[src/rtl/execute_div.sv]
// -----------------------------------------------------------------------------
// execute_div
//
// Iterative radix-2 restoring divider for the RV32M DIV/DIVU/REM/REMU ops in
// the execute stage. Operands come straight from the decode pipeline register.
// While a divide is in flight, E_stall_o freezes fetch/decode and the decode
// register. The result is registered, and it is flagged by a one-cycle
// E_div_done_o pulse.
//
// Ports:
//   clk_i          clock
//   rst            asynchronous active-high reset
//   E_div_start_i  decode register holds a divide instruction
//   E_div_op_i     0=DIV 1=DIVU 2=REM 3=REMU
//   E_rs1_data_i   dividend
//   E_rs2_data_i   divisor
//   E_flush_i      branch mispredict flush; aborts an in-flight op
//   E_stall_o      hold upstream stages (combinational)
//   E_div_done_o   result valid this cycle
//   E_div_result_o quotient or remainder (held until the next load)
//
// Optional feature: define DIV_RESULT_CACHE_EN to keep the operands and the
// results of the last completed iterative divide. A matching op that follows
// (for example REM after DIV) then completes in one cycle.
// -----------------------------------------------------------------------------
module execute_div #(
    parameter int XLEN  = 32,
    parameter int CNT_W = 6
) (
    input  logic            clk_i,
    input  logic            rst,
    input  logic            E_div_start_i,
    input  logic [1:0]      E_div_op_i,
    input  logic [XLEN-1:0] E_rs1_data_i,
    input  logic [XLEN-1:0] E_rs2_data_i,
    input  logic            E_flush_i,
    output logic            E_stall_o,
    output logic            E_div_done_o,
    output logic [XLEN-1:0] E_div_result_o
);

    localparam logic [1:0] S_IDLE = 2'd0;
    localparam logic [1:0] S_CALC = 2'd1;
    localparam logic [1:0] S_FIX  = 2'd2;
    localparam logic [1:0] S_DONE = 2'd3;

    localparam logic [XLEN-1:0] INT_MIN = {1'b1, {(XLEN-1){1'b0}}};

    logic [1:0]       state_reg;
    logic [1:0]       op_reg;
    logic [XLEN-1:0]  dvd_reg;      // dividend; quotient bits shift in from the LSB
    logic [XLEN-1:0]  dvs_reg;
    logic [XLEN-1:0]  rem_reg;
    logic [CNT_W-1:0] cnt_reg;
    logic             q_neg_reg;
    logic             r_neg_reg;
    logic [XLEN-1:0]  result_reg;

    // ---------------- operand decode (IDLE) ----------------
    logic            is_signed;
    logic            rs1_neg, rs2_neg;
    logic [XLEN-1:0] rs1_mag, rs2_mag;
    logic            div_zero, sgn_ovf, fast_path, accept;
    logic [XLEN-1:0] fast_result;

    always_comb begin
        is_signed   = ~E_div_op_i[0];
        rs1_neg     = is_signed & E_rs1_data_i[XLEN-1];
        rs2_neg     = is_signed & E_rs2_data_i[XLEN-1];
        rs1_mag     = rs1_neg ? -E_rs1_data_i : E_rs1_data_i;
        rs2_mag     = rs2_neg ? -E_rs2_data_i : E_rs2_data_i;
        div_zero    = (E_rs2_data_i == '0);
        sgn_ovf     = is_signed & (E_rs1_data_i == INT_MIN) & (E_rs2_data_i == '1);
        fast_path   = div_zero | sgn_ovf;
        accept      = (state_reg == S_IDLE) & E_div_start_i & ~E_flush_i;
        fast_result = '0;
        if (div_zero)
            fast_result = E_div_op_i[1] ? E_rs1_data_i : '1;
        else
            fast_result = E_div_op_i[1] ? '0 : INT_MIN;
    end

    // ---------------- one restoring step (CALC) ----------------
    // The shifted partial remainder is kept XLEN+1 bits wide: for divisors
    // with the MSB set the remainder can itself reach bit XLEN-1, and a
    // plain XLEN-bit shift would drop that bit.
    logic [XLEN:0]   rem_shift;
    logic [XLEN:0]   rem_diff;
    logic            q_bit;
    logic [XLEN-1:0] rem_step;

    always_comb begin
        rem_shift = {rem_reg, dvd_reg[XLEN-1]};
        rem_diff  = rem_shift - {1'b0, dvs_reg};
        q_bit     = ~rem_diff[XLEN];   // no borrow -> rem_shift >= divisor
        rem_step  = q_bit ? rem_diff[XLEN-1:0] : rem_shift[XLEN-1:0];
    end

    // ---------------- sign correction (FIX) ----------------
    logic [XLEN-1:0] quo_fix, rem_fix;

    always_comb begin
        quo_fix = q_neg_reg ? -dvd_reg : dvd_reg;
        rem_fix = r_neg_reg ? -rem_reg : rem_reg;
    end

    // ---------------- optional result cache ----------------
    logic            cache_hit;
    logic [XLEN-1:0] cache_result;

`ifdef DIV_RESULT_CACHE_EN
    logic            cache_valid_reg;
    logic [XLEN-1:0] cache_rs1_reg, cache_rs2_reg;
    logic            cache_signed_reg;
    logic [XLEN-1:0] cache_quo_reg, cache_rem_reg;
    logic [XLEN-1:0] op_rs1_reg, op_rs2_reg;   // raw operands of the op in flight

    always_comb begin
        cache_hit    = cache_valid_reg
                       & (E_rs1_data_i == cache_rs1_reg)
                       & (E_rs2_data_i == cache_rs2_reg)
                       & (is_signed == cache_signed_reg);
        cache_result = E_div_op_i[1] ? cache_rem_reg : cache_quo_reg;
    end

    // Only iterative completions fill the cache; hits and fast paths leave it.
    always_ff @(posedge clk_i or posedge rst) begin
        if (rst) begin
            cache_valid_reg  <= 1'b0;
            cache_rs1_reg    <= '0;
            cache_rs2_reg    <= '0;
            cache_signed_reg <= 1'b0;
            cache_quo_reg    <= '0;
            cache_rem_reg    <= '0;
            op_rs1_reg       <= '0;
            op_rs2_reg       <= '0;
        end else begin
            if (accept) begin
                op_rs1_reg <= E_rs1_data_i;
                op_rs2_reg <= E_rs2_data_i;
            end
            if (state_reg == S_FIX && !E_flush_i) begin
                cache_valid_reg  <= 1'b1;
                cache_rs1_reg    <= op_rs1_reg;
                cache_rs2_reg    <= op_rs2_reg;
                cache_signed_reg <= ~op_reg[0];
                cache_quo_reg    <= quo_fix;
                cache_rem_reg    <= rem_fix;
            end
        end
    end
`else
    always_comb begin
        cache_hit    = 1'b0;
        cache_result = '0;
    end
`endif

    // ---------------- FSM and datapath ----------------
    always_ff @(posedge clk_i or posedge rst) begin
        if (rst) begin
            state_reg  <= S_IDLE;
            op_reg     <= '0;
            dvd_reg    <= '0;
            dvs_reg    <= '0;
            rem_reg    <= '0;
            cnt_reg    <= '0;
            q_neg_reg  <= 1'b0;
            r_neg_reg  <= 1'b0;
            result_reg <= '0;
        end else begin
            case (state_reg)
                S_IDLE: begin
                    if (accept) begin
                        op_reg    <= E_div_op_i;
                        dvd_reg   <= rs1_mag;
                        dvs_reg   <= rs2_mag;
                        rem_reg   <= '0;
                        q_neg_reg <= rs1_neg ^ rs2_neg;
                        r_neg_reg <= rs1_neg;
                        cnt_reg   <= CNT_W'(XLEN);
                        if (fast_path) begin
                            result_reg <= fast_result;
                            state_reg  <= S_DONE;
                        end else if (cache_hit) begin
                            result_reg <= cache_result;
                            state_reg  <= S_DONE;
                        end else begin
                            state_reg  <= S_CALC;
                        end
                    end
                end
                S_CALC: begin
                    if (E_flush_i) begin
                        state_reg <= S_IDLE;
                    end else begin
                        rem_reg <= rem_step;
                        dvd_reg <= {dvd_reg[XLEN-2:0], q_bit};
                        cnt_reg <= cnt_reg - 1'b1;
                        if (cnt_reg == CNT_W'(1))
                            state_reg <= S_FIX;
                    end
                end
                S_FIX: begin
                    if (E_flush_i) begin
                        state_reg <= S_IDLE;
                    end else begin
                        result_reg <= op_reg[1] ? rem_fix : quo_fix;
                        state_reg  <= S_DONE;
                    end
                end
                default: begin
                    // DONE: the pulse is already out, so start and flush are ignored
                    state_reg <= S_IDLE;
                end
            endcase
        end
    end

    assign E_stall_o      = accept | (state_reg == S_CALC) | (state_reg == S_FIX);
    assign E_div_done_o   = (state_reg == S_DONE);
    assign E_div_result_o = result_reg;

endmodule

[config.mk]
export PLATFORM = sky130hd
export DESIGN_NAME = execute_div
export DESIGN_NICKNAME = d
export VERILOG_FILES = /design/src/rtl/execute_div.sv
export SDC_FILE = /design/constraint.sdc
export NUM_CORES = 1
export LEC_CHECK = 0
export BUFFER_PORTS_ARGS = -buffer_cell sky130_fd_sc_hd__buf_2
export CAP_MARGIN = 15
export CORE_UTILIZATION = 36
export DETAILED_ROUTE_END_ITERATION = 10
export SYNTH_ARGS = -nofsm -noshare
export SYNTH_HDL_FRONTEND = slang
export SYNTH_SLANG_ARGS = --single-unit
[constraint.sdc]
create_clock -name clk_i -period 9.68 [get_ports clk_i]
set_clock_uncertainty 0.05 [all_clocks]
set_input_delay 1.936 -clock clk_i [delete_from_list [all_inputs] [get_ports clk_i]]
set_output_delay 1.936 -clock clk_i [all_outputs]
set_load 0.01 [all_outputs]
==> results.sh, run 1 <==
export IMPL_status="finished, final reports clean"
export IMPL_synth_compound_area_share_pct=24.3
export IMPL_core_area_sq_um=29600
export IMPL_vias=9856
export IMPL_synth_seq_cells=139
export IMPL_cts_buffer_depth=2
export IMPL_syn_num_nets=1426
export IMPL_ios=104
export IMPL_layout_commonest_cell="o21ai_0"
export IMPL_antenna_cells=0
export IMPL_syn_area_per_cell_sq_um=8.21
export IMPL_synth_simple_gate_area_share_pct=19.1
export IMPL_hpwl_mm=22.2
export IMPL_place_inst=1747
export IMPL_synth_top_cell_by_area="dfrtp_1"
export IMPL_syn_inst=1316
export IMPL_drc_errors=0
export IMPL_ys_seq_area_share_pct=32.2
export IMPL_die_h_microns=175
export IMPL_cap_violations=0
export IMPL_row_count=63
export IMPL_syn_cell_area_sq_um=10800
export IMPL_routed_wl_mm=30.5
export IMPL_antenna_found_initial=0
export IMPL_synth_top_family_by_area="compound AO/OA/AOI/OAI gates"
export IMPL_ys_warn_count=0
export IMPL_initial_core_util_pct=36.6
export IMPL_synth_flop_cell="dfrtp_1"
export IMPL_yosys_area_top_type_share_pct=32.2
export IMPL_dr_pass1_iters=5
export IMPL_syn_to_final_growth_pct=13.4
export IMPL_async_reset_ff_share_pct=100
export IMPL_root_buffer="clkbuf_16"
export IMPL_grt_max_degree=94
export IMPL_startpoint_type="input pin"
export IMPL_fin_crit_sh_pct=53.9
export IMPL_grt_remaining_overflow=0
export IMPL_die_area_sq_um=30700
export IMPL_tns_ns=0
export IMPL_vias_per_cell=5.54
export IMPL_timing_critical_path_to_type="flip-flop"
export IMPL_insertion_delay_ns=0.42
export IMPL_cpMaxStageDelayCell="and2_0"
export IMPL_post_cts_buffers=0
export IMPL_cp_arrival_ns=5.51
export IMPL_htreeDepth=4
export IMPL_design_area_sq_um=12300
export IMPL_p_leak_nw=5.42
export IMPL_crit_chain="buf_2, or4_1, or3_1, nor3_2, nand2_1, nor4_4, and2_0, a21oi_1, o21ai_1"
export IMPL_max_stage_delay_ns=0.87
export IMPL_ir_worst_vdd_mv=0.160
export IMPL_setup_viol=0
export IMPL_ys_types=73
export IMPL_cts_resized=0
export IMPL_portBuffers=103
export IMPL_placed_area_sq_um=11600
export IMPL_synth_area_top_cells="dfrtp_1 32%, o21ai_0 6.8%, xnor2_1 6.2%"
export IMPL_max_clock_freq_mhz=192
export IMPL_hold_viol_final=0
export IMPL_synth_mux_area_share_pct=2.78
export IMPL_final_cells=1778
export IMPL_finalCriticalPeriod_ns=5.21
export IMPL_clk_pin_slew_ns=0.06
export IMPL_wl_per_cell_microns=17.1
export IMPL_rsz0062_at_grt="false"
export IMPL_fillers=2974
export IMPL_gp_congestion=0.883
export IMPL_synth_fa_ha_area_share_pct=4.70
export IMPL_ant_nets=0
export IMPL_hold_path_class="reg -> reg"
export IMPL_cts_buffers_inserted=17
export IMPL_nNetsFinal=1486
export IMPL_cts_tree="built"
export IMPL_power_density_nw_per_um2=303
export IMPL_cp_required_ns=9.98
export IMPL_worst_slew_pin_slew_ns=1.09
export IMPL_track_usage_pct=20.2
export IMPL_grt_pass1_vias=9221
export IMPL_path_max_fanout=15
export IMPL_slew_violations=0
export IMPL_critical_path_class="in -> reg"
export IMPL_synthXorXnorAreaFrac_pct=12.2
export IMPL_cts_num_sinks=139
export IMPL_layout_drive_gt1_share_pct=12.1
export IMPL_slew_headroom_pct=27.6
export IMPL_die_w_microns=175
export IMPL_cts_hold_buf=0
export IMPL_final_cell_mix="146 x o21ai_0, 142 x nand2_1, 139 x dfrtp_1"
export IMPL_first_iter_violations=780
export IMPL_synth_edf_count=0
export IMPL_grt_pass1_wl_mm=49.6
metal layers:
metal	part of all wire [%]	wire (microns)	vias up	global-route usage, %
met5	0	0	-	0
met4	1.1	326	0	4.20
met3	5.9	1800	31	3.66
met2	43	13200	302	31.0
met1	50	15100	4654	29.5
li1	-	-	4869	-
synthesized netlist by cell type, types with 18 or more instances:
cell        n
nand2_1   142
inv_1      54
a211oi_1   18
ha_1       39
xnor2_1    76
a21oi_1    77
o21ai_1    18
nand2b_1   36
nor3_1     26
nor2_1     82
dfrtp_1   139
o31ai_1    34
or3_1      26
mux2i_1    30
o21ai_0   146
xor2_1     74
a22oi_1    33
clkbuf_1   52
cell type report:
class | instances | area, sq um | share of cell area [%]
multi-input combinational | 1052 | 6850 | 55.9
sequential | 139 | 3480 | 28.4
timing repair buffer | 112 | 583 | 4.76
clock buffer | 24 | 492 | 4.01
tap | 390 | 488 | 3.98
inverter | 54 | 208 | 1.69
clock inverter | 7 | 160 | 1.31
worst paths after layout:
| check | slack (ns) | end | start | cells past startpoint |
|---|---|---|---|---|
| worst max register to register | 5.61 | rem_reg[22] | dvd_reg[31] | 13 |
| max in group asynchronous | 6.69 | dvs_reg[10] | rst | 3 |
| worst min-delay path | 0.42 | E_div_result_o[23] | E_div_result_o[23] | 2 |
| worst min register to register | 0.42 | E_div_result_o[23] | E_div_result_o[23] | 2 |
| min in group asynchronous | 1.59 | E_div_result_o[21] | rst | 2 |
| worst max-delay path | 4.47 | E_div_result_o[0] | E_rs2_data_i[9] | 9 |
cell families after synthesis:
family / after synthesis
muxes: 30
adders and majority gates: 40
xor gates and xnor gates: 150
DFF: 139
and+or+nand+nor: 410
buffers and inverters: 125
AOI/OAI and AO/OA: 422
per-stage QoR:
step	hold slack [ns]	setup WS, ns	utilization [%]	total power, mW
after floorplan	0.400	3.97	-	2.50
after global placement	0.408	4.21	39.3	2.93
after detailed placement	0.416	4.08	39.3	2.96
after CTS	0.428	4.52	41.5	3.71
after global routing	0.451	4.22	41.5	4.01
final	0.421	4.47	41.5	3.71
where the power goes:
group	switching (mW)	internal [mW]
Sequential	0.249	0.763
Combinational	1.11	0.857
Clock	0.249	0.483
critical path: cells and delay by family:
family	cells	cell delay, ns
AOI/OAI and AO/OA	2	0.34
and+or+nand+nor	6	3.08
buffers and inverters	1	0.13
No activity file was read; power rests on OpenSTA's default activity.
==> inputs of run 2 (changes only) <==
==> constraint.sdc (replaced) <==
create_clock -name clk_i -period 4.41 [get_ports clk_i]
set_clock_uncertainty 0.05 [all_clocks]
set_input_delay 0.882 -clock clk_i [delete_from_list [all_inputs] [get_ports clk_i]]
set_output_delay 0.882 -clock clk_i [all_outputs]
set_load 0.01 [all_outputs]
==> results.sh, run 2 (synthesized netlist as in run 1, its figures left out) <==
export IMPL_rsz0062_at_grt="false"
export IMPL_power_density_nw_per_um2=662
export IMPL_tns_ns=0
export IMPL_hold_viol_final=0
export IMPL_use_met2_pct=31.4
export IMPL_first_iter_violations=651
export IMPL_die_h_microns=175
export IMPL_dp_slack_ns=0.463
export IMPL_path_max_fanout=38
export IMPL_cp_arrival_ns=3.93
export IMPL_switching_share_pct=43.7
export IMPL_clk_pin_slew_ns=0.06
export IMPL_holdCritStartpoint="E_div_result_o[14]"
export IMPL_hold_path_end="E_div_result_o[14]"
export IMPL_finalCriticalPeriod_ns=3.71
export IMPL_antenna_cells=0
export IMPL_syn_to_final_growth_pct=14.4
export IMPL_grt_remaining_overflow=0
export IMPL_design_area_sq_um=12400
export IMPL_drc_errors=0
export IMPL_track_usage_pct=20.3
export IMPL_crit_chain="inv_1, ha_1, fa_1, nor2b_1, o2111ai_1, a21oi_1, and4b_1, or3_1, o2111a_1, nor3_2, buf_12, mux2i_1, o21ai_0"
export IMPL_layout_drive_gt1_share_pct=12.8
export IMPL_die_w_microns=175
export IMPL_hold_depth=2
export IMPL_routed_wl_mm=30.8
export IMPL_placed_area_sq_um=11700
export IMPL_final_cell_mix="146 x o21ai_0, 142 x nand2_1, 139 x dfrtp_1"
export IMPL_layout_commonest_cell="o21ai_0"
export IMPL_slew_violations=0
export IMPL_cts_buffer_depth=2
export IMPL_ios=104
export IMPL_r2r_start="dvd_reg[31]"
export IMPL_timing_critical_path_to_type="flip-flop"
export IMPL_setup_viol=0
export IMPL_root_buffer="clkbuf_16"
export IMPL_portBuffers=103
export IMPL_max_stage_delay_ns=0.49
export IMPL_startpoint_type="flip-flop"
export IMPL_rr_endpoint="rem_reg[10]"
export IMPL_p_switching_mw=3.58
export IMPL_fin_crit_sh_pct=84.2
export IMPL_htreeDepth=4
export IMPL_setup_ws_ns=0.697
export IMPL_hold_path_class="reg -> reg"
export IMPL_cts_num_sinks=139
export IMPL_cpMaxStageDelayCell="or3_1"
export IMPL_antenna_found_initial=1
export IMPL_cap_violations=0
export IMPL_cts_tree="built"
export IMPL_vias_per_cell=5.55
export IMPL_grt_busiest_layer="met2"
export IMPL_gr_usage_met1_pct=29.9
export IMPL_ant_nets=0
export IMPL_vias=9916
export IMPL_slew_headroom_pct=25.7
export IMPL_post_cts_buffers=0
export IMPL_reg2regPathDepth=13
export IMPL_cts_buffers_inserted=17
export IMPL_max_clock_freq_mhz=269
export IMPL_insertion_delay_ns=0.43
export IMPL_core_area_sq_um=29600
export IMPL_p_clk_share_pct=19.8
export IMPL_p_leak_nw=5.46
export IMPL_r2r_slack_ns=0.70
export IMPL_cp_required_ns=4.63
export IMPL_cts_hold_buf=0
export IMPL_p_seq_share_pct=27.4
export IMPL_initial_core_util_pct=36.6
export IMPL_critical_path_class="reg -> reg"
export IMPL_grt_max_degree=94
export IMPL_grt_pass1_wl_mm=50.0
export IMPL_dr_pass1_iters=5
export IMPL_grt_pass1_vias=9263
export IMPL_nNetsFinal=1494
export IMPL_grt_util_met3_pct=2.51
export IMPL_wl_per_cell_microns=17.2
export IMPL_gp_congestion=0.890
export IMPL_ir_worst_vdd_mv=0.355
export IMPL_status="finished, final reports clean"
export IMPL_die_area_sq_um=30700
export IMPL_power_frac_comb_pct=52.9
export IMPL_worst_slew_pin_slew_ns=1.11
export IMPL_cts_resized=0
export IMPL_hpwl_mm=22.8
export IMPL_row_count=63
export IMPL_final_util_pct=41.8
export IMPL_power_internal_mw=4.61
-- run 2: changes by cell type in the layout (fill, tap and decap cells not counted), sizes merged --
cell,before,now
buf,112,120
clkbuf,24,18
clkinvlp,0,5
inv,54,56
clkinv,2,1
-- run 2: metal layers --
layer | up-vias | part of all wire, %
met5 | - | 0
met4 | 0 | 1.1
met3 | 31 | 5.3
met2 | 285 | 44
met1 | 4729 | 49
li1 | 4871 | -
-- run 2: worst max-delay path, delay by kind of cell, from the launching register on --
family	cells	cell delay, ns
muxes	1	0.22
buffers and inverters	2	0.37
adders and majority gates	2	0.63
AOI/OAI and AO/OA	4	0.78
and+or+nand+nor	4	1.13
DFF	1	0.34
-- run 2: metrics by stage --
stage	hold slack [ns]	total power, mW	instances
after floorplan	0.400	5.48	1316
after global placement	0.412	6.48	1755
after detailed placement	0.418	6.55	1755
after CTS	0.433	8.19	1786
after global routing	0.447	8.85	1786
final	0.422	8.19	1786
-- run 2: final cells by class --
class | count | area, sq um
fill | 3049 | 17200
multi-input combinational | 1052 | 6850
sequential | 139 | 3480
timing repair buffer | 120 | 693
tap | 390 | 488
clock buffer | 18 | 439
clock inverter | 13 | 215
inverter | 54 | 206
-- run 2: how the worst max path moves through the flow --
stage	endpoint	from	cells past startpoint
global placement	E_div_result_o[13]	E_rs1_data_i[6]	9
finish	rem_reg[10]	dvd_reg[31]	13
CTS	rem_reg[22]	dvd_reg[31]	13
global route	rem_reg[7]	dvd_reg[31]	13
floorplan	E_div_result_o[13]	E_rs1_data_i[6]	9
detailed placement	E_div_result_o[13]	E_rs1_data_i[6]	9
-- run 2: power by group through the flow --
stage	sequential, mW	clock (mW)	combinational [mW]
final	2.24	1.62	4.33
after CTS	2.23	1.64	4.32
after floorplan	2.08	0	3.40
after global placement	2.24	0	4.24
after detailed placement	2.25	0	4.30
after global routing	2.31	1.70	4.84
